$ cat src/rtl/noc_traffic_ctrl.sv
// Traffic generator for a NoC under test: every node injects LIMIT packets, one per PERIOD ticks,
// then the block waits for every packet to be delivered or gives up after DRAIN_TO cycles.
module noc_traffic_ctrl #(
  parameter int NODES    = 16,
  parameter int DEST_W   = 4,
  parameter int PERIOD   = 8,
  parameter int LIMIT    = 4,
  parameter int DRAIN_TO = 1024
) (
  input  logic                           clk,
  input  logic                           reset,
  input  logic                           start,
  input  logic [NODES-1:0]               net_en,
  input  logic [NODES-1:0]               net_rx_val,
  output logic [NODES-1:0]               inj_val,
  output logic [NODES-1:0][DEST_W-1:0]   inj_dest,
  output logic [NODES-1:0][DEST_W-1:0]   inj_src,
  output logic [NODES-1:0][7:0]          inj_seq,
  output logic [15:0]                    tx_total,
  output logic [15:0]                    rx_total,
  output logic [3:0]                     led
);

  localparam int DCW = $clog2(DRAIN_TO) + 1;

  typedef enum logic [2:0] {S_IDLE, S_RUN, S_DRAIN, S_DONE, S_ERR} state_t;

  state_t                       state_q, state_d;
  logic [3:0]                   led_q, led_d;
  logic [7:0]                   pcnt_q, pcnt_d;
  logic [DCW-1:0]               dcnt_q, dcnt_d;
  logic [NODES-1:0]             inj_val_q, inj_val_d;
  logic [NODES-1:0][DEST_W-1:0] inj_dest_q, inj_dest_d;
  logic [NODES-1:0][7:0]        inj_seq_q, inj_seq_d;
  logic [NODES-1:0][7:0]        sent_q, sent_d;
  logic [NODES-1:0][7:0]        lfsr_q, lfsr_d;
  logic [15:0]                  tx_q, tx_d;
  logic [15:0]                  rx_q, rx_d;
  logic [NODES-1:0]             accept;
  logic                         tick;
  logic                         all_sent;

  function automatic logic [7:0] lfsr_step(input logic [7:0] l);
    return {l[6:0], l[7] ^ l[5] ^ l[4] ^ l[3]};
  endfunction

  // A node never addresses itself; a self-hit is bumped to the next node.
  function automatic logic [DEST_W-1:0] gen_dest(input int node, input logic [DEST_W-1:0] lsb);
    int v;
    v = int'(lsb) % NODES;
    if (v == node) v = (node + 1) % NODES;
    return DEST_W'(v);
  endfunction

  function automatic logic [15:0] sat_add(input logic [15:0] a, input logic [NODES-1:0] v);
    logic [16:0] s;
    s = {1'b0, a};
    for (int k = 0; k < NODES; k++) s = s + {16'd0, v[k]};
    return s[16] ? 16'hFFFF : s[15:0];
  endfunction

  function automatic logic [3:0] led_decode(input state_t s);
    case (s)
      S_RUN:   return 4'b0001;
      S_DRAIN: return 4'b0010;
      S_DONE:  return 4'b0100;
      S_ERR:   return 4'b1000;
      default: return 4'b0000;
    endcase
  endfunction

  always_comb begin
    state_d    = state_q;
    pcnt_d     = pcnt_q;
    dcnt_d     = dcnt_q;
    inj_val_d  = inj_val_q;
    inj_dest_d = inj_dest_q;
    inj_seq_d  = inj_seq_q;
    sent_d     = sent_q;
    lfsr_d     = lfsr_q;
    tx_d       = tx_q;
    rx_d       = rx_q;
    accept     = inj_val_q & net_en;
    tick       = 1'b0;
    all_sent   = 1'b1;
    for (int i = 0; i < NODES; i++) begin
      if (sent_q[i] != 8'(LIMIT)) all_sent = 1'b0;
    end

    unique case (state_q)
      S_IDLE, S_DONE, S_ERR: begin
        if (start) begin
          state_d   = S_RUN;
          pcnt_d    = '0;
          dcnt_d    = '0;
          tx_d      = '0;
          rx_d      = '0;
          inj_seq_d = '0;
          sent_d    = '0;
        end
      end
      S_RUN: begin
        tick   = (pcnt_q == 8'(PERIOD - 1));
        pcnt_d = tick ? 8'd0 : pcnt_q + 8'd1;
        tx_d   = sat_add(tx_q, accept);
        rx_d   = sat_add(rx_q, net_rx_val);
        for (int i = 0; i < NODES; i++) begin
          if (accept[i]) begin
            inj_val_d[i] = 1'b0;
            inj_seq_d[i] = inj_seq_q[i] + 8'd1;
            sent_d[i]    = sent_q[i] + 8'd1;
          end
          // A node still holding an unaccepted packet simply misses this tick.
          if (tick && !inj_val_q[i] && (sent_q[i] < 8'(LIMIT))) begin
            inj_val_d[i]  = 1'b1;
            lfsr_d[i]     = lfsr_step(lfsr_q[i]);
            inj_dest_d[i] = gen_dest(i, lfsr_d[i][DEST_W-1:0]);
          end
        end
        if (all_sent && (inj_val_q == '0)) begin
          state_d = S_DRAIN;
          dcnt_d  = '0;
        end
      end
      S_DRAIN: begin
        rx_d = sat_add(rx_q, net_rx_val);
        if (rx_q == tx_q) begin
          state_d = S_DONE;
        end else if (dcnt_q == DCW'(DRAIN_TO - 1)) begin
          state_d = S_ERR;
        end else begin
          dcnt_d = dcnt_q + 1'b1;
        end
      end
      default: state_d = S_IDLE;
    endcase

    led_d = led_decode(state_d);
  end

  always_ff @(posedge clk) begin
    if (reset) begin
      state_q    <= S_IDLE;
      led_q      <= '0;
      pcnt_q     <= '0;
      dcnt_q     <= '0;
      inj_val_q  <= '0;
      inj_dest_q <= '0;
      inj_seq_q  <= '0;
      sent_q     <= '0;
      tx_q       <= '0;
      rx_q       <= '0;
      for (int i = 0; i < NODES; i++) lfsr_q[i] <= 8'hA5 ^ 8'(i);
    end else begin
      state_q    <= state_d;
      led_q      <= led_d;
      pcnt_q     <= pcnt_d;
      dcnt_q     <= dcnt_d;
      inj_val_q  <= inj_val_d;
      inj_dest_q <= inj_dest_d;
      inj_seq_q  <= inj_seq_d;
      sent_q     <= sent_d;
      tx_q       <= tx_d;
      rx_q       <= rx_d;
      lfsr_q     <= lfsr_d;
    end
  end

  for (genvar g = 0; g < NODES; g++) begin : g_src
    assign inj_src[g] = DEST_W'(g);
  end

  assign inj_val  = inj_val_q;
  assign inj_dest = inj_dest_q;
  assign inj_seq  = inj_seq_q;
  assign tx_total = tx_q;
  assign rx_total = rx_q;
  assign led      = led_q;

endmodule

$ cat config.mk
export PLATFORM = sky130hd
export DESIGN_NAME = noc_traffic_ctrl
export DESIGN_NICKNAME = d
export VERILOG_FILES = /design/src/rtl/noc_traffic_ctrl.sv
export SDC_FILE = /design/constraint.sdc
export NUM_CORES = 1
export LEC_CHECK = 0
export ABC_AREA = 1
export CAP_MARGIN = 5
export CELL_PAD_IN_SITES_DETAIL_PLACEMENT = 1
export CELL_PAD_IN_SITES_GLOBAL_PLACEMENT = 1
export CORE_ASPECT_RATIO = 0.75
export CORE_MARGIN = 3
export CORE_UTILIZATION = 36
export DETAILED_ROUTE_END_ITERATION = 12
export GPL_TIMING_DRIVEN = 0
export PLACE_DENSITY_LB_ADDON = 0.05
export SYNTH_ARGS = -nofsm -noshare
export SYNTH_HDL_FRONTEND = slang
export SYNTH_SLANG_ARGS = --single-unit
$ cat constraint.sdc
create_clock -name clk -period 5.2 [get_ports clk]
set_input_delay 1.04 -clock clk [delete_from_list [all_inputs] [get_ports clk]]
set_output_delay 1.04 -clock clk [all_outputs]
set_load 0.05 [all_outputs]
* After elaboration in Yosys (flattened, before gate mapping)
Index checks and enable logic that the tools add are counted.
** Word-level totals
- Register bits :: 522
- Bits in latches :: 0
- RAM bits :: 0
- Memory bits (read-only) :: 0
- Output and inout bits :: 308
- Word-level logic and storage cells :: 521
- Memories :: 0
** Operators by class
- $add $sub $neg :: 66
- Multiply operators :: 0
- Div/mod/pow operators :: 0
- Order comparisons :: 16
- Equal/unequal tests :: 62
- Shifts and indexed selects :: 0
- Muxes and demuxes :: 118
- Bitwise gates (word level) :: 49
- Reductions and logical operators :: 124
** Operators by type and width (number)
- $pmux 128 s2 :: 2
- $add 17x1->17 :: 30
- $mux 8 :: 34
- $add 8x1->8 const B :: 33
- $lt 8x3->1 const B :: 16
- $mux 128 :: 1
- $ne 8x3->1 const B :: 16
- $reduce_and 2->1 :: 34
- $mux 4 :: 16
- $pmux 16 s2 :: 2
- $mux 1 :: 48
- $mux 16 :: 3
- $reduce_and 3->1 :: 16
- $xor 1x1->1 :: 48
- $mux 11 :: 4
- $ne 2x2->1 const B :: 20
- $reduce_bool 2->1 :: 18
- $add 16x1->17 :: 2
- $logic_and 1x1->1 :: 33
- $pmux 11 s3 :: 1
- $eq 4x4->1 const B :: 8
- $logic_not 32->1 :: 1
- $and 16x16->16 :: 1
- $eq 16x16->1 :: 1
- 20 further kinds :: 47

* Longest topological paths before layout
Gate-level depths: netlist (run 1).
- Word-level depth :: 22
- Depth in mapped cells :: 21

* Worst setup path before layout (run 1)
No wires, ideal clock.
- Path kind :: input to register
- Start :: input port net_en[0]
- End :: register tx_q[5] (netlist: tx_total[5])
- Arrival time :: 5.074 ns
- Required time :: 5.068 ns
- Slack :: -0.006 ns
- Cell stages on the path :: 20
- Cell sequence :: nand2_1 inv_1 fa_1 inv_1 fa_1 fa_1 fa_1 inv_1 fa_1 fa_1 nand3_1 nand3_1 nand2_1 nand2_1 nand2_1 nor2_1 nand3_2 inv_2 o21ai_0 a21oi_1
** Between the ends
- Word-level cells in the longest chain between the ends :: 19
** RTL lines
- start, declared :: RTL line 13 : input logic [NODES-1:0] net_en,
- $and 16x16->16 :: RTL line 83 : accept = inj_val_q & net_en;
- $add 16x1->17 :: RTL line 58 : for (int k = 0; k < NODES; k++) s = s + {16'd0, v[k]};
- $add 17x1->17 (15 in series) :: RTL line 58
- $mux 16 :: RTL line 59 : return s[16] ? 16'hFFFF : s[15:0];
- $pmux 16 s2 :: RTL line 90 : unique case (state_q)
- end signal, assigned :: RTL line 163 : tx_q <= tx_d;
- end, declared :: RTL line 37 : logic [15:0] tx_q, tx_d;
Every way passes these cells.
A chain may end at the register's enable or synchronous reset.

* Worst setup path after layout (run 1)
- Start :: input port net_en[14]
- End :: register tx_q[12] (netlist: tx_total[12])
** Between the ends
- Word-level cells in the longest chain between the ends :: 5
** RTL lines (RTL line)
- $and 16x16->16 :: 83
- $add 17x1->17 (2 in series) :: 58
- $mux 16 :: 59
- $pmux 16 s2 :: 90
Every way passes these cells.

==> results.txt, run 1 <==
routability cong. = 0.8556
final hold slack = 0.4559 ns
final WL = 92360 µm
# nets final = 4091
IO Port Bufs = 277
multi-input combinational cell area = 12710 µm²
vias = 24650
hold buffers post-CTS = 0
Yosys top cell by area = dfxtp_1
Die Area = 74830 µm²
R2R setup slack = 0.30 ns
EDFF count, synth = 0
worst endpoint required time = 5.74 ns
fin crit share = 97.44%
Num CTS Buffers = 56
Setup CP Type = input port to flip-flop
CP endpoint = tx_total[12]
starting density of the core = 36.53%
final core utilization = 45.30%
Rel. slew slack = 11.81%
Gate power share = 14.4%
cell area after synthesis = 25760 µm²
register area = 10450 µm²
Max Clock Skew = 0.02817 ns
Worst Slack Setup Final = 0.1332 ns
Power, Total = 9.676 mW
CP arrival = 5.61 ns
Area Growth Syn to Fin = 24.01%
Switching Fraction = 29.48%
P_sw = 2.852 mW
DR pass1 iterations = 5
clock-pin slew on the worst setup and hold paths = 0.06 ns
# fillers = 8929
max-cap viol count = 0
area share of the largest cell type after synthesis = 40.57%
CTS tree = yes
total core area = 70520 µm²
DRC errors left = 0
# setup viols final = 0
Seq pwr share = 42.6%
most frequent cells in the layout = nand2_1 (750), dfxtp_1 (522), inv_1 (465), a21oi_1 (365), nor2_1 (281)
yosys warns = 0
clk_lat worst skew = 0.64 ns
outcome = completed
Post-synth ARST share = 0%
Distinct cells, synth = 44
pin count of the biggest net entering global routing = 16
worst slew pin tran = 1.323 ns
Die Height = 237.7 µm
Critical Path Start = net_en[14]
Synth area leaders = dfxtp_1 (41%), nand2_1 (11%), a21oi_1 (7.1%)
global-route wire length before repair = 141800 µm
Vias/cell = 4.971
TNS Setup = 0 ns
final hold vios = 0
FF-to-FF path depth = 17
end of the worst register-to-register path = tx_total[12]
# IOs = 343
Worst Setup Start Kind = input port
row cnt = 84
Clock power frac = 43.0%
WL per Instance = 18.63 µm
pre-CTS setup slack = -1.093 ns
Yosys reg bits = 522
ratio of total power to cell area = 302.9 nW/µm²
clock sinks = 522
Achievable Freq = 0.1974 GHz
reg2reg start = inj_val[8]
Syn Inst Count = 3561
Global Route Usage Sum = 24.13%
leak pwr = 12.47 nW
ys flop type = dfxtp_1
Worst VDD drop = 0.2727 mV
most common cell after layout, fill and taps aside = nand2_1
worst-path maximum fanout = 4
die width = 314.9 µm
gr ovfl total = 0
share of layout cells above drive strength 1 = 7.531%
H-tree levels = 2
Post-DP HPWL = 70720 µm
fin crit period = 5.067 ns
max-slew violation count = 0
Seq/Total Area, Yosys = 40.57%
internal power = 6.823 mW
clk root buf = clkbuf_16
Syn Area/Cell = 7.234 µm²
Clock Tree Buf Depth = 3
Setup crit end kind = flip-flop
worst min path class = flip-flop to flip-flop
number of nets still failing antenna checks after routing = 0
initial antenna violation count = 9
vias in the first global route = 24010
Iter 0 DRT Violations = 1344
==> flip-flops by register name (all words and copies together) (netlist names) <==
| name | cells |
|---|---|
| inj_val | 16 |
| tx_total | 16 |
| rx_total | 16 |
| inj_dest | 64 |
| state_q | 3 |
| led | 4 |
| dcnt_q | 11 |
| inj_seq | 128 |
| sent_q | 128 |
| pcnt_q | 8 |
| lfsr_q | 128 |
==> worst min-delay path by stage <==
stage | cells past startpoint | to | slack, ns | startpoint
after floorplan | 2 | lfsr_q[14] | 0.43 | lfsr_q[14]
after global placement | 2 | lfsr_q[46] | 0.44 | lfsr_q[46]
after detailed placement | 2 | lfsr_q[14] | 0.45 | lfsr_q[14]
after CTS | 2 | lfsr_q[14] | 0.46 | lfsr_q[14]
after global routing | 2 | lfsr_q[14] | 0.48 | lfsr_q[14]
final | 2 | lfsr_q[14] | 0.46 | lfsr_q[14]
==> cell usage after synthesis (4+ instances only) <==
cell type,count
inv_1,470
o21ai_0,198
ha_1,66
o21bai_1,17
nor3_2,4
nand3_1,115
nor4_2,8
o21ai_2,11
nand2_2,5
o21a_1,6
nand4_1,77
xnor2_1,32
a31oi_1,12
nor2_1,281
nand2_1,754
xor2_1,80
a21oi_1,366
inv_2,27
o21ai_1,9
a211oi_1,15
nand4_4,4
buf_4,66
nor3_1,191
clkbuf_1,67
dfxtp_1,522
buf_2,48
o211ai_1,39
nor4_1,22
fa_1,24
nor4_4,4
==> area by class of cell <==
| cell class | count | share of cell area, % |
|---|---|---|
| clock buffers | 80 | 4.951 |
| plain buffers | 186 | 3.220 |
| diodes | 2 | 0.01567 |
| well taps | 946 | 3.705 |
| flip-flops and latches | 522 | 32.71 |
| inverters | 497 | 5.848 |
| multi-input cells | 2418 | 39.79 |
| clock inverters | 22 | 0.8695 |
| repair buffers | 285 | 8.887 |
==> through the flow <==
stage                     cell area, µm²  cells
after global placement             29950   4846
final                              31950   4958
after detailed placement           29950   4846
after CTS                          31870   4952
after global routing               31940   4956
after floorplan                    25990   3623
==> power by group through the flow <==
stage          logic (mW)  clock network, mW  registers, mW
2_1_floorplan       0.790                  0           4.33
3_5_place_dp         1.39                  0           4.21
3_3_place_gp         1.39                  0           4.21
4_1_cts              1.40               4.25           4.13
6_report             1.39               4.16           4.12
5_1_grt              1.54               4.42           4.13
==> logic make-up (layout without fill, tap and decap cells) <==
group	after synthesis	after routing	share of synthesized area, %
and+or+nand+nor	1471	1471	24.96
buffers and inverters	683	1070	11.23
AOI/OAI and AO/OA	681	681	14.33
DFF	522	522	40.57
xor gates and xnor gates	112	112	3.808
adders and majority gates	90	90	5.071
other	2	66	0.02915
==> worst max-delay path: stages <==
cell and delay, ns:
clkdlybuf4s15_1 0.32, nand2_1 0.09, inv_1 0.15, fa_1 0.45, fa_1 0.53, inv_2 0.08, fa_1 0.50, fa_1 0.55
inv_1 0.06, fa_2 0.41, fa_2 0.37, nand3_2 0.09, nand3_2 0.09, buf_4 0.16, nand3_1 0.07, o31ai_1 0.08
or2_2 0.28, nand3_1 0.08, nand2_1 0.08, a21oi_2 0.15
==> metal layers <==
layer  GRT usage (%)  part of all wire (%)  wire (µm)  vias to the layer above
li1                -                     -          -                    12270
met1           35.06                    49      45460                    11830
met2           37.77                    44      40360                      438
met3           4.358                   5.7       5258                      100
met4           4.138                   1.3       1215                       12
met5               0                 0.080         74                        -
==> repair_timing <==
item	4_1_cts	5_1_grt
pin swaps	6	8
setup endpoints to repair	16	27
gates resized for setup	25	18
setup buffers	4	4
(Power assumes the default switching activity.)
==> inputs of run 2 (changes only) <==
--- a/config.mk
+++ b/config.mk
@@ -18,3 +18,4 @@
 export SYNTH_ARGS = -nofsm -noshare
 export SYNTH_HDL_FRONTEND = slang
 export SYNTH_SLANG_ARGS = --single-unit
+export TNS_END_PERCENT = 30
==> results.txt, run 2 (same netlist as run 1, synthesis figures left out) <==
vias in the first global route = 24010
CP max stage delay = 0.55 ns
starting density of the core = 36.53%
Post-DP HPWL = 70720 µm
IO Port Bufs = 277
CP arrival = 5.61 ns
vias = 24630
Worst Slack Setup Final = 0.1318 ns
# nets final = 4091
clk_lat worst skew = 0.64 ns
WL per Instance = 18.63 µm
DRC errors left = 0
worst slew pin tran = 1.309 ns
clock-pin slew on the worst setup and hold paths = 0.06 ns
Worst Setup Start Kind = input port
fin area = 31940 µm²
placed cells = 4846
fin crit share = 97.47%
outcome = completed
number of nets still failing antenna checks after routing = 0
pin count of the biggest net entering global routing = 16
max-slew violation count = 0
global-route wire length before repair = 141800 µm
hold buffers post-CTS = 0
RSZ-0062 raised after global routing = yes
Achievable Freq = 0.1973 GHz
Max Clock Skew = 0.02757 ns
most common cell after layout, fill and taps aside = nand2_1
post-placement cell area = 29950 µm²
ratio of total power to cell area = 302.7 nW/µm²
# IOs = 343
Setup CP Type = input port to flip-flop
leak pwr = 12.47 nW
initial antenna violation count = 9
row cnt = 84
final std cells w/o fill = 4958
max-cap viol count = 0
CTS tree = yes
Num CTS Buffers = 56
# setup viols final = 0
Critical-path top delay cell = fa_1
clock sinks = 522
worst min path class = flip-flop to flip-flop
gr ovfl total = 0
worst path bufs/invs = 3
share of layout cells above drive strength 1 = 7.506%
Die Area = 74830 µm²
Iter 0 DRT Violations = 1350
Setup crit end kind = flip-flop
Area Growth Syn to Fin = 24.00%
clk root buf = clkbuf_16
Clock Tree Buf Depth = 3
routability cong. = 0.8556
Global Route Usage Sum = 24.13%
Worst VDD drop = 0.2728 mV
Rel. slew slack = 12.71%
H-tree levels = 2
die width = 314.9 µm
dominant delay contributor by cell family on the critical path = adder cells
final WL = 92350 µm
Die Height = 237.7 µm
final hold vios = 0
DR pass1 iterations = 5
worst endpoint required time = 5.74 ns
worst-path maximum fanout = 3
pre-CTS setup slack = -1.093 ns
total core area = 70520 µm²
most frequent cells in the layout = nand2_1 (750), dfxtp_1 (522), inv_1 (465), a21oi_1 (365), nor2_1 (281)
Vias/cell = 4.968
crit-path cells = dlygate4sd2_1 > nand2_2 > fa_1 > fa_1 > fa_1 > fa_1 > inv_1 > fa_2 > fa_2 > nand3_2 > nand3_2 > buf_4 > nand3_1 > o31ai_1 > or2_2 > nand3_1 > nand2_1 > a21oi_2
most frequent CP cell = fa_1
fin crit period = 5.068 ns
## run 2: area by class of cell
cell class,instances,area (µm²)
Multi-Input combinational cell,2418,12710
Buffer,186,1028
Fill cell,8930,38580
Clock buffer,80,1582
Antenna cell,2,5.005
Tap cell,946,1184
Timing Repair Buffer,285,2839
Clock inverter,22,277.8
Sequential cell,522,10450
Inverter,497,1868
## run 2: layer usage
layer / share of wire [%] / GRT usage (%) / up-vias / wire (µm)
met4: 1.3 / 4.138 / 12 / 1215
met2: 44 / 37.77 / 433 / 40350
met5: 0.080 / 0 / - / 74
met1: 49 / 35.06 / 11820 / 45550
met3: 5.6 / 4.358 / 100 / 5170
li1: - / - / 12270 / -
## run 2: path summary, 6_finish.rpt
path                                 start           end  slack, ns  depth (start not counted)
worst max-delay path             net_en[8]  tx_total[12]       0.13                         18
worst min-delay path            lfsr_q[14]    lfsr_q[14]       0.46                          2
worst max register to register  inj_val[8]  tx_total[12]       0.30                         17
worst min register to register  lfsr_q[14]    lfsr_q[14]       0.46                          2
## run 2: where the power goes
part           internal (mW)  switching, mW
logic                  0.384           1.01
clock network           2.37           1.78
registers               4.07         0.0576
total                   6.82           2.85
## run 2: what timing repair did
item                                    CTS  global route
pin swaps                                 6             7
cloned                                    0             0
gates resized for setup                  25            17
endpoints found under the setup margin   16            27
hold endpoints to repair                  0             0
setup buffers                             4             4
## run 2: worst min-delay path, delay by kind of cell (launching register included)
kind | cells | cell delay (ns)
buffers and inverters | 1 | 0.06
AOI/OAI and AO/OA | 1 | 0.05
DFF | 1 | 0.30
## run 2: stage by stage
step | hold slack [ns] | util (%) | power (mW) | TNS [ns]
after floorplan | 0.4299 | - | 5.119 | 0
after global placement | 0.4438 | 42.47 | 5.598 | -22.47
after detailed placement | 0.4492 | 42.47 | 5.604 | -22.10
after CTS | 0.4589 | 45.18 | 9.772 | 0
after global routing | 0.4845 | 45.29 | 10.10 | -0.009852
final | 0.4559 | 45.29 | 9.669 | 0
==> inputs of run 3 (changes only) <==
--- a/config.mk
+++ b/config.mk
@@ -7,11 +7,9 @@
 export LEC_CHECK = 0
 export ABC_AREA = 1
 export CAP_MARGIN = 5
-export CELL_PAD_IN_SITES_DETAIL_PLACEMENT = 1
-export CELL_PAD_IN_SITES_GLOBAL_PLACEMENT = 1
 export CORE_ASPECT_RATIO = 0.75
 export CORE_MARGIN = 3
-export CORE_UTILIZATION = 36
+export CORE_UTILIZATION = 50
 export DETAILED_ROUTE_END_ITERATION = 12
 export GPL_TIMING_DRIVEN = 0
 export PLACE_DENSITY_LB_ADDON = 0.05
==> results.txt, run 3 (same netlist as run 1, synthesis figures left out) <==
RSZ-0062 raised after global routing = no
worst min path class = flip-flop to flip-flop
clk_lat worst skew = 0.61 ns
# nets final = 4088
Max Clock Skew = 0.01839 ns
reg2reg start = inj_val[8]
outcome = completed
Worst Hold Path EP = lfsr_q[62]
Area Growth Syn to Fin = 22.51%
Die Area = 54310 µm²
DR pass1 iterations = 6
Worst Slack Setup Final = 0.1278 ns
worst endpoint required time = 5.67 ns
max-cap viol count = 0
post-placement cell area = 29590 µm²
starting density of the core = 50.96%
WL per Instance = 16.90 µm
row cnt = 71
Worst Setup Start Kind = input port
pre-CTS setup slack = -1.064 ns
IO Port Bufs = 277
CTS tree = yes
Clock Tree Buf Depth = 3
Die Height = 202.6 µm
placed cells = 4557
share of layout cells above drive strength 1 = 7.567%
FF-to-FF path depth = 18
ratio of total power to cell area = 303.1 nW/µm²
number of nets still failing antenna checks after routing = 0
# fillers = 4674
final std cells w/o fill = 4662
clk root buf = clkbuf_16
Rel. slew slack = 24.79%
most frequent cells in the layout = nand2_1 (749), dfxtp_1 (522), inv_1 (464), a21oi_1 (366), nor2_1 (281)
CP arrival = 5.54 ns
Vias/cell = 5.221
Iter 0 DRT Violations = 2106
vias in the first global route = 21700
clock-pin slew on the worst setup and hold paths = 0.06 ns
DRC errors left = 0
end of the worst register-to-register path = tx_total[2]
most common cell after layout, fill and taps aside = nand2_1
Worst VDD drop = 0.2550 mV
fin area = 31560 µm²
worst-path maximum fanout = 7
global-route wire length before repair = 121800 µm
pin count of the biggest net entering global routing = 15
Setup CP Type = input port to flip-flop
Power, Total = 9.566 mW
routability cong. = 0.9461
final WL = 78790 µm
worst slew pin tran = 1.128 ns
final hold vios = 0
H-tree levels = 2
leak pwr = 12.46 nW
die width = 268.1 µm
Post-DP HPWL = 59090 µm
vias = 24340
# setup viols final = 0
total core area = 50550 µm²
hold buffers post-CTS = 0
initial antenna violation count = 5
R2R setup slack = 0.23 ns
Num CTS Buffers = 52
final hold slack = 0.4547 ns
clock sinks = 522
Setup crit end kind = flip-flop
# IOs = 343
fin crit period = 5.072 ns
Hold Path Stages = 2
Achievable Freq = 0.1972 GHz
Global Route Usage Sum = 28.40%
fin crit share = 97.54%
hold path startpoint = lfsr_q[62]
gr ovfl total = 0
max-slew violation count = 0
[run 3: critical path, cell delays in order]
cell	delay [ns]
dlygate4sd2_1	0.30
nand2_2	0.17
fa_1	0.53
fa_1	0.52
fa_1	0.53
fa_1	0.60
inv_1	0.07
fa_2	0.37
fa_2	0.36
nand3_1	0.10
nand3_2	0.10
nand2_2	0.10
nand2_1	0.07
nand2_2	0.09
nor2_1	0.07
nand3_2	0.18
inv_4	0.09
o21ai_1	0.15
a21oi_1	0.08
[run 3: worst max-delay path by stage]
stage,start,end,slack (ns),depth (start not counted)
global placement,net_en[10],tx_total[0],-1.06,21
finish,net_en[8],tx_total[2],0.13,19
CTS,net_en[2],tx_total[1],0.04,21
global route,net_en[6],tx_total[2],0.01,19
detailed placement,net_en[10],tx_total[0],-1.06,21
floorplan,net_en[0],tx_total[5],0.04,20
[run 3: final cells by class]
cell class	count	area [µm²]	share of cell area [%]
buffer	186	1028	3.259
inverter	497	1868	5.919
tap	657	822.0	2.605
antenna	1	2.502	0.007929
sequential	522	10450	33.11
timing repair buffer	286	2843	9.008
clock inverter	19	284.0	0.9000
clock buffer	76	1563	4.952
multi-input combinational	2418	12700	40.24
[run 3: power breakdown]
part | total, mW | switching [mW] | leakage (nW) | internal [mW]
Combinational | 1.35 | 0.968 | 7.33 | 0.386
Clock | 4.09 | 1.66 | 0.914 | 2.43
Sequential | 4.12 | 0.0567 | 4.22 | 4.07
Total | 9.57 | 2.68 | 12.5 | 6.88
[run 3: stage by stage]
step                TNS (ns)  util (%)
floorplan                  0         -
global placement      -20.41     58.54
detailed placement    -21.09     58.54
CTS                        0     62.27
global route               0     62.43
finish                     0     62.43
[run 3: repair_timing]
item | in CTS | in global routing
pin swaps | 5 | 8
setup endpoints to repair | 16 | 28
buffers inserted | 3 | 6
cloned | 0 | 0
resized for setup | 24 | 16
[run 3: per-layer routing]
layer  up-vias  wire [µm]  GRT usage, %
li1      12290          -             -
met1     11130      36590         40.77
met2       807      34090         43.29
met3       109       6563         6.470
met4         6       1518         6.754
met5         -         23             0
